<file path="config.mk">
export PLATFORM = sky130hd
export DESIGN_NAME = controller_flat
export DESIGN_NICKNAME = d
export VERILOG_FILES = /design/src/rtl/controller_pkg.sv /design/src/rtl/controller_if.sv /design/src/rtl/controller_decoders.sv /design/src/rtl/controller.sv /design/src/flat_wrapper.sv
export SDC_FILE = /design/constraint.sdc
export NUM_CORES = 1
export LEC_CHECK = 0
export BUFFER_PORTS_ARGS = -buffer_cell sky130_fd_sc_hd__buf_2
export CORE_ASPECT_RATIO = 1.1
export CORE_MARGIN = 1
export CORE_UTILIZATION = 30
export DETAILED_ROUTE_END_ITERATION = 10
export GPL_TIMING_DRIVEN = 0
export SETUP_SLACK_MARGIN = 0.2
export SYNTH_ARGS = -nofsm -noshare
export SYNTH_HDL_FRONTEND = slang
export SYNTH_SLANG_ARGS = --single-unit
</file>
<file path="constraint.sdc">
create_clock -name clk -period 1.51 [get_ports clk]
set_input_delay 0.302 -clock clk [delete_from_list [all_inputs] [get_ports clk]]
set_output_delay 0.302 -clock clk [all_outputs]
set_load 0.005 [all_outputs]
</file>
<file path="src/rtl/controller_pkg.sv">
// controller_pkg: shared types for the multicycle RV32I control unit.
//   opcodetype - supported opcodes (instr[6:0])
//   statetype  - main FSM states
//   aluop_t    - main FSM -> ALU decoder operation class
//   aluctl_t   - ALU function select driven to the datapath
//   imm/select - encodings of the datapath mux selects
package controller_pkg;

  typedef enum logic [6:0] {
    OP_LW   = 7'b0000011,
    OP_IALU = 7'b0010011,
    OP_SW   = 7'b0100011,
    OP_R    = 7'b0110011,
    OP_BEQ  = 7'b1100011,
    OP_JAL  = 7'b1101111
  } opcodetype;

  typedef enum logic [3:0] {
    FETCH,
    DECODE,
    MEMADR,
    MEMREAD,
    MEMWB,
    MEMWRITE,
    EXECUTER,
    EXECUTEI,
    ALUWB,
    BEQ,
    JAL
  } statetype;

  typedef enum logic [1:0] {
    ALUOP_ADD   = 2'b00,
    ALUOP_SUB   = 2'b01,
    ALUOP_FUNCT = 2'b10
  } aluop_t;

  typedef enum logic [2:0] {
    ALUCTL_ADD = 3'b000,
    ALUCTL_SUB = 3'b001,
    ALUCTL_AND = 3'b010,
    ALUCTL_OR  = 3'b011,
    ALUCTL_SLT = 3'b101
  } aluctl_t;

  localparam logic [1:0] IMM_I = 2'b00;
  localparam logic [1:0] IMM_S = 2'b01;
  localparam logic [1:0] IMM_B = 2'b10;
  localparam logic [1:0] IMM_J = 2'b11;

  localparam logic [1:0] SRCA_PC    = 2'b00;
  localparam logic [1:0] SRCA_OLDPC = 2'b01;
  localparam logic [1:0] SRCA_RD1   = 2'b10;

  localparam logic [1:0] SRCB_RD2   = 2'b00;
  localparam logic [1:0] SRCB_IMM   = 2'b01;
  localparam logic [1:0] SRCB_FOUR  = 2'b10;

  localparam logic [1:0] RES_ALUOUT = 2'b00;
  localparam logic [1:0] RES_DATA   = 2'b01;
  localparam logic [1:0] RES_ALURES = 2'b10;

endpackage

</file>
<file path="src/rtl/controller_if.sv">
// controller_if: instruction fields / ALU flag in, datapath controls out.
//   master - the control unit (reads op/funct3/funct7b5/Zero, drives selects/enables)
//   slave  - the datapath (drives op/funct3/funct7b5/Zero, reads selects/enables)
interface controller_if;
  logic [6:0] op;
  logic [2:0] funct3;
  logic       funct7b5;
  logic       Zero;
  logic [1:0] ImmSrc;
  logic [1:0] ALUSrcA;
  logic [1:0] ALUSrcB;
  logic [1:0] ResultSrc;
  logic       AdrSrc;
  logic [2:0] ALUControl;
  logic       IRWrite;
  logic       PCWrite;
  logic       RegWrite;
  logic       MemWrite;

  modport master (
    input  op, funct3, funct7b5, Zero,
    output ImmSrc, ALUSrcA, ALUSrcB, ResultSrc, AdrSrc, ALUControl,
           IRWrite, PCWrite, RegWrite, MemWrite
  );

  modport slave (
    output op, funct3, funct7b5, Zero,
    input  ImmSrc, ALUSrcA, ALUSrcB, ResultSrc, AdrSrc, ALUControl,
           IRWrite, PCWrite, RegWrite, MemWrite
  );
endinterface

</file>
<file path="src/rtl/controller_decoders.sv">
// Combinational decoders used by the controller.
//   alu_decoder:   ALUOp, funct3, funct7b5, op5 -> ALUControl
//   instr_decoder: op -> ImmSrc (immediate format, valid in every state)
module alu_decoder
  import controller_pkg::*;
(
  input  aluop_t     ALUOp,
  input  logic [2:0] funct3,
  input  logic       funct7b5,
  input  logic       op5,
  output aluctl_t    ALUControl
);

  always_comb begin
    ALUControl = ALUCTL_ADD;
    case (ALUOp)
      ALUOP_ADD: ALUControl = ALUCTL_ADD;
      ALUOP_SUB: ALUControl = ALUCTL_SUB;
      ALUOP_FUNCT: begin
        case (funct3)
          // op5 separates R-type sub from addi, whose instr[30] is immediate data
          3'b000:  ALUControl = (funct7b5 & op5) ? ALUCTL_SUB : ALUCTL_ADD;
          3'b010:  ALUControl = ALUCTL_SLT;
          3'b110:  ALUControl = ALUCTL_OR;
          3'b111:  ALUControl = ALUCTL_AND;
          default: ALUControl = ALUCTL_ADD;
        endcase
      end
      default: ALUControl = ALUCTL_ADD;
    endcase
  end

endmodule

module instr_decoder
  import controller_pkg::*;
(
  input  logic [6:0] op,
  output logic [1:0] ImmSrc
);

  always_comb begin
    ImmSrc = IMM_I;
    case (op)
      OP_SW:   ImmSrc = IMM_S;
      OP_BEQ:  ImmSrc = IMM_B;
      OP_JAL:  ImmSrc = IMM_J;
      default: ImmSrc = IMM_I;
    endcase
  end

endmodule

</file>
<file path="src/rtl/controller.sv">
// controller: multicycle RV32I (lw, sw, R, I-ALU, beq, jal) control unit.
//   clk   - rising-edge clock
//   reset - asynchronous active-low reset, forces FETCH
//   bus   - controller_if.master: op/funct3/funct7b5/Zero in; ImmSrc,
//           ALUSrcA/B, ResultSrc, AdrSrc, ALUControl, IRWrite, PCWrite,
//           RegWrite, MemWrite out
// Moore main FSM; only PCWrite sees a live input (Zero) for beq.
module controller
  import controller_pkg::*;
(
  input  logic         clk,
  input  logic         reset,
  controller_if.master bus
);

  statetype   state, next_state;
  aluop_t     alu_op;
  aluctl_t    alu_ctl;
  logic       branch, pc_update;
  logic [1:0] alusrc_a, alusrc_b, result_src, imm_src;
  logic       adr_src, ir_write, reg_write, mem_write;

  always_ff @(posedge clk or negedge reset) begin
    if (!reset) state <= FETCH;
    else        state <= next_state;
  end

  always_comb begin
    next_state = FETCH;
    alu_op     = ALUOP_ADD;
    branch     = 1'b0;
    pc_update  = 1'b0;
    alusrc_a   = SRCA_PC;
    alusrc_b   = SRCB_RD2;
    result_src = RES_ALUOUT;
    adr_src    = 1'b0;
    ir_write   = 1'b0;
    reg_write  = 1'b0;
    mem_write  = 1'b0;
    case (state)
      FETCH: begin
        ir_write   = 1'b1;
        alusrc_b   = SRCB_FOUR;
        result_src = RES_ALURES;
        pc_update  = 1'b1;
        next_state = DECODE;
      end
      DECODE: begin
        alusrc_a = SRCA_OLDPC;
        alusrc_b = SRCB_IMM;
        case (bus.op)
          OP_LW, OP_SW: next_state = MEMADR;
          OP_R:         next_state = EXECUTER;
          OP_IALU:      next_state = EXECUTEI;
          OP_BEQ:       next_state = BEQ;
          OP_JAL:       next_state = JAL;
          default:      next_state = FETCH;
        endcase
      end
      MEMADR: begin
        alusrc_a   = SRCA_RD1;
        alusrc_b   = SRCB_IMM;
        next_state = (bus.op == OP_LW) ? MEMREAD : MEMWRITE;
      end
      MEMREAD: begin
        adr_src    = 1'b1;
        next_state = MEMWB;
      end
      MEMWB: begin
        result_src = RES_DATA;
        reg_write  = 1'b1;
      end
      MEMWRITE: begin
        adr_src   = 1'b1;
        mem_write = 1'b1;
      end
      EXECUTER: begin
        alusrc_a   = SRCA_RD1;
        alu_op     = ALUOP_FUNCT;
        next_state = ALUWB;
      end
      EXECUTEI: begin
        alusrc_a   = SRCA_RD1;
        alusrc_b   = SRCB_IMM;
        alu_op     = ALUOP_FUNCT;
        next_state = ALUWB;
      end
      ALUWB: begin
        reg_write = 1'b1;
      end
      BEQ: begin
        alusrc_a = SRCA_RD1;
        alu_op   = ALUOP_SUB;
        branch   = 1'b1;
      end
      JAL: begin
        alusrc_a   = SRCA_OLDPC;
        alusrc_b   = SRCB_FOUR;
        pc_update  = 1'b1;
        next_state = ALUWB;
      end
      default: next_state = FETCH;
    endcase
  end

  alu_decoder u_alu_dec (
    .ALUOp      (alu_op),
    .funct3     (bus.funct3),
    .funct7b5   (bus.funct7b5),
    .op5        (bus.op[5]),
    .ALUControl (alu_ctl)
  );

  instr_decoder u_instr_dec (
    .op     (bus.op),
    .ImmSrc (imm_src)
  );

  assign bus.ImmSrc     = imm_src;
  assign bus.ALUSrcA    = alusrc_a;
  assign bus.ALUSrcB    = alusrc_b;
  assign bus.ResultSrc  = result_src;
  assign bus.AdrSrc     = adr_src;
  assign bus.ALUControl = alu_ctl;
  assign bus.IRWrite    = ir_write;
  assign bus.PCWrite    = pc_update | (branch & bus.Zero);
  assign bus.RegWrite   = reg_write;
  assign bus.MemWrite   = mem_write;

endmodule

</file>
<file path="src/flat_wrapper.sv">
// flat-port wrapper written by rule: the top's interface ports become plain ports
module controller_flat import controller_pkg::*;
  (clk, reset, bus_op, bus_funct3, bus_funct7b5, bus_Zero, bus_ImmSrc, bus_ALUSrcA, bus_ALUSrcB, bus_ResultSrc, bus_AdrSrc, bus_ALUControl, bus_IRWrite, bus_PCWrite, bus_RegWrite, bus_MemWrite);
  controller_if bus_i ();
  input  logic clk;
  input  logic reset;
  input wire logic [$bits(bus_i.op)-1:0] bus_op;
  input wire logic [$bits(bus_i.funct3)-1:0] bus_funct3;
  input wire logic [$bits(bus_i.funct7b5)-1:0] bus_funct7b5;
  input wire logic [$bits(bus_i.Zero)-1:0] bus_Zero;
  output wire logic [$bits(bus_i.ImmSrc)-1:0] bus_ImmSrc;
  output wire logic [$bits(bus_i.ALUSrcA)-1:0] bus_ALUSrcA;
  output wire logic [$bits(bus_i.ALUSrcB)-1:0] bus_ALUSrcB;
  output wire logic [$bits(bus_i.ResultSrc)-1:0] bus_ResultSrc;
  output wire logic [$bits(bus_i.AdrSrc)-1:0] bus_AdrSrc;
  output wire logic [$bits(bus_i.ALUControl)-1:0] bus_ALUControl;
  output wire logic [$bits(bus_i.IRWrite)-1:0] bus_IRWrite;
  output wire logic [$bits(bus_i.PCWrite)-1:0] bus_PCWrite;
  output wire logic [$bits(bus_i.RegWrite)-1:0] bus_RegWrite;
  output wire logic [$bits(bus_i.MemWrite)-1:0] bus_MemWrite;
  assign bus_i.op = bus_op;
  assign bus_i.funct3 = bus_funct3;
  assign bus_i.funct7b5 = bus_funct7b5;
  assign bus_i.Zero = bus_Zero;
  assign bus_ImmSrc = bus_i.ImmSrc;
  assign bus_ALUSrcA = bus_i.ALUSrcA;
  assign bus_ALUSrcB = bus_i.ALUSrcB;
  assign bus_ResultSrc = bus_i.ResultSrc;
  assign bus_AdrSrc = bus_i.AdrSrc;
  assign bus_ALUControl = bus_i.ALUControl;
  assign bus_IRWrite = bus_i.IRWrite;
  assign bus_PCWrite = bus_i.PCWrite;
  assign bus_RegWrite = bus_i.RegWrite;
  assign bus_MemWrite = bus_i.MemWrite;
  controller u_core (.clk(clk), .reset(reset), .bus(bus_i));
endmodule
</file>
==> metrics <==
run status=finished with violations; failing checks=setup timing; Rows=15; synthesized area=526.8 sq um; crit end category=primary output; Final Slew Violations=0; Util after Layout=70.16%; first-pass GRT wire length=2870 um; Synth cell types=33; Synth area leader=dfrtp_1; TritonRoute pass-1 iters=4; GRT overflow=0; FMAX=0.5122 GHz; Mapped Cells=72; placed cell count=118; GP Congestion=0.7656; CTS Root Cell=clkbuf_4; #FFs+latches synth=4; worst hold margin=0.3818 ns; Peak VDD IR=0.0005383 V; Synth top area share=19.00%; H-tree depth=1; LEAKAGE=0.5012 nW; Die Width=41.95 um; Max-slew headroom=80.34%; area grow syn2layout=115.0%; clk slew on worst S/H paths=0.04 ns; Num CTS Buffers=3; design area=1132 sq um; Worst-Margin Slew=0.2935 ns; sequential area share after synthesis=19.00%; Syn Area/Cell=7.316 sq um; initial antenna violation count=0; Clock Sinks=4; # DRC=0; Layout Nets=140; startpoint types=flip-flop; wire per inst=12.79 um; top post-synthesis cells by area=dfrtp_1 19%, nor2_1 5.7%, ha_1 4.8%; CTS tree=done; # port buffers=29; Die ar.=1927 sq um; Power Density=766.0 nW/um^2; Detailed Route WL=1778 um; Vias=729; number of DRC markers in iteration 0=8; RSZ-0062 raised after global routing=true; reg2reg path depth=6; antenna cells=0; Ports=30; effective utilization at floorplan=32.64%; vias in the first global route=687; Die H=45.95 um; worst hold-check path type=in2async; Final setup viols=12; final hold vios=0; crit path max fanout=4; largest net degree at the start of global routing=11; critical path required time=1.21 ns; Place WS=-0.2738 ns; core area=1614 sq um; placed wire-length estimate=1118 um; worst setup margin=-0.4423 ns; worst clock skew=0.01286 ns; Top reg by flops=u_core.state; Final Instance Count excl. Fillers=139; critical path class=reg2out; Largest regs=u_core.state: 4 flops; placed cell areas=773.2 sq um; Detail Route Antenna Nets=0; Synth Net Count=88; max reg flops=4; layout cells sized above 1=72.13%; min cycle time layout=1.952 ns; Yosys warning total=0; CTS max path bufs=2; Arr. time, crit path=1.65 ns; Worst-Skew Late Latency=0.25 ns; Final Cycle Share=129.3%; DR vias/cell=5.245; GRT Overall Usage=20.07%; Max-cap violations=0
-- what timing repair did --
item,4_1_cts,5_1_grt
hold buffers,1,0
hold endpoints to repair,4,0
pin swaps,10,5
endpoints found under the setup margin,16,20
buffers inserted,11,6
resized for setup,30,14
-- cell usage after synthesis (all sizes together) --
cell type and instances:
dfrtp 4, inv 5, ha 2, a31o 1
and3b 2, a21oi 4, nand2 4, nand4 2
a2111oi 1, nor3 5, and2 2, and3 3
nor3b 3, a22o 1, xor2 1, nor2 8
a31oi 1, nor2b 2, nor4 1, clkbuf 1
o22ai 1, nand2b 4, or2 1, xnor2 2
a211oi 1, o2111ai 1, o22a 1, nor4b 1
o21ai 3, buf 4
-- cells by family (layout without fill, tap and decap cells) --
family	Yosys count	in the layout	share of synthesized area (%)
AO/OA/AOI/OAI	15	15	19.95
XOR/XNOR	3	3	4.989
adder cells (fa/ha/maj)	2	2	4.750
buffers and inverters	10	60	8.550
flip-flops	4	4	19.00
AND/OR/NAND/NOR	38	38	42.76
-- final cells by class --
cell class	instances	area (sq um)
plain buffers	5	55.05
clock buffers	3	22.52
fillers	127	481.7
inverters	5	18.77
multi-input cells	58	580.6
flip-flops and latches	4	101.3
well taps	17	21.27
repair buffers	47	332.8
-- worst max-delay path: stages, from the launching register on --
cell      delay, ns
dfrtp_1        0.36
buf_6          0.13
nand2b_4       0.14
nor2_4         0.12
ha_4           0.17
nor2b_1        0.13
o21ai_1        0.09
a21oi_1        0.14
buf_2          0.12
-- placed cells by master, fill, tap and decap left out, drive strengths merged, types with 2 or more instances in the layout --
cell type / synthesis / layout
a21oi: 4 / 4
and2: 2 / 2
and3: 3 / 3
and3b: 2 / 2
buf: 4 / 50
clkbuf: 1 / 4
dfrtp: 4 / 4
ha: 2 / 2
inv: 5 / 5
nand2: 4 / 4
nand2b: 4 / 4
nand4: 2 / 2
nor2: 8 / 8
nor2b: 2 / 2
nor3: 5 / 5
nor3b: 3 / 3
o21ai: 3 / 3
xnor2: 2 / 2
-- worst paths after layout --
kind	start	endpoint	slack [ns]
worst max-delay path	u_core.state[3]$_DFF_PN0_	bus_ALUControl[0]	-0.44
worst min-delay path	reset	u_core.state[1]$_DFF_PN0_	0.38
worst max register to register	u_core.state[3]$_DFF_PN0_	u_core.state[3]$_DFF_PN0_	0.17
worst min register to register	u_core.state[1]$_DFF_PN0_	u_core.state[3]$_DFF_PN0_	0.71
max in group asynchronous	reset	u_core.state[0]$_DFF_PN0_	0.99
min in group clk	bus_op[0]	u_core.state[1]$_DFF_PN0_	0.40
-- layer usage --
metal | global-route usage (%) | share of wire, % | up-vias
met4 | 13.55 | 2.6 | 0
li1 | - | - | 354
met1 | 22.43 | 38 | 334
met5 | 0 | 0 | -
met3 | 1.190 | 5.8 | 6
met2 | 37.19 | 53 | 35
-- where the power goes --
| group | internal (W) | total, W | switching [W] |
|---|---|---|---|
| sequential | 0.000126 | 0.000165 | 0.0000385 |
| clock | 0.0000892 | 0.000139 | 0.0000495 |
| combinational | 0.000308 | 0.000564 | 0.000256 |
-- metrics by stage --
stage                     setup TNS (ns)  total power (W)
after floorplan                 -0.09112        0.0003819
after global placement           -0.6209        0.0005296
after detailed placement         -0.7126        0.0005340
after CTS                         -2.372        0.0007935
after global routing              -3.380        0.0009258
final                             -2.577        0.0008674
Note: power is estimated with default switching activity, not from simulation.
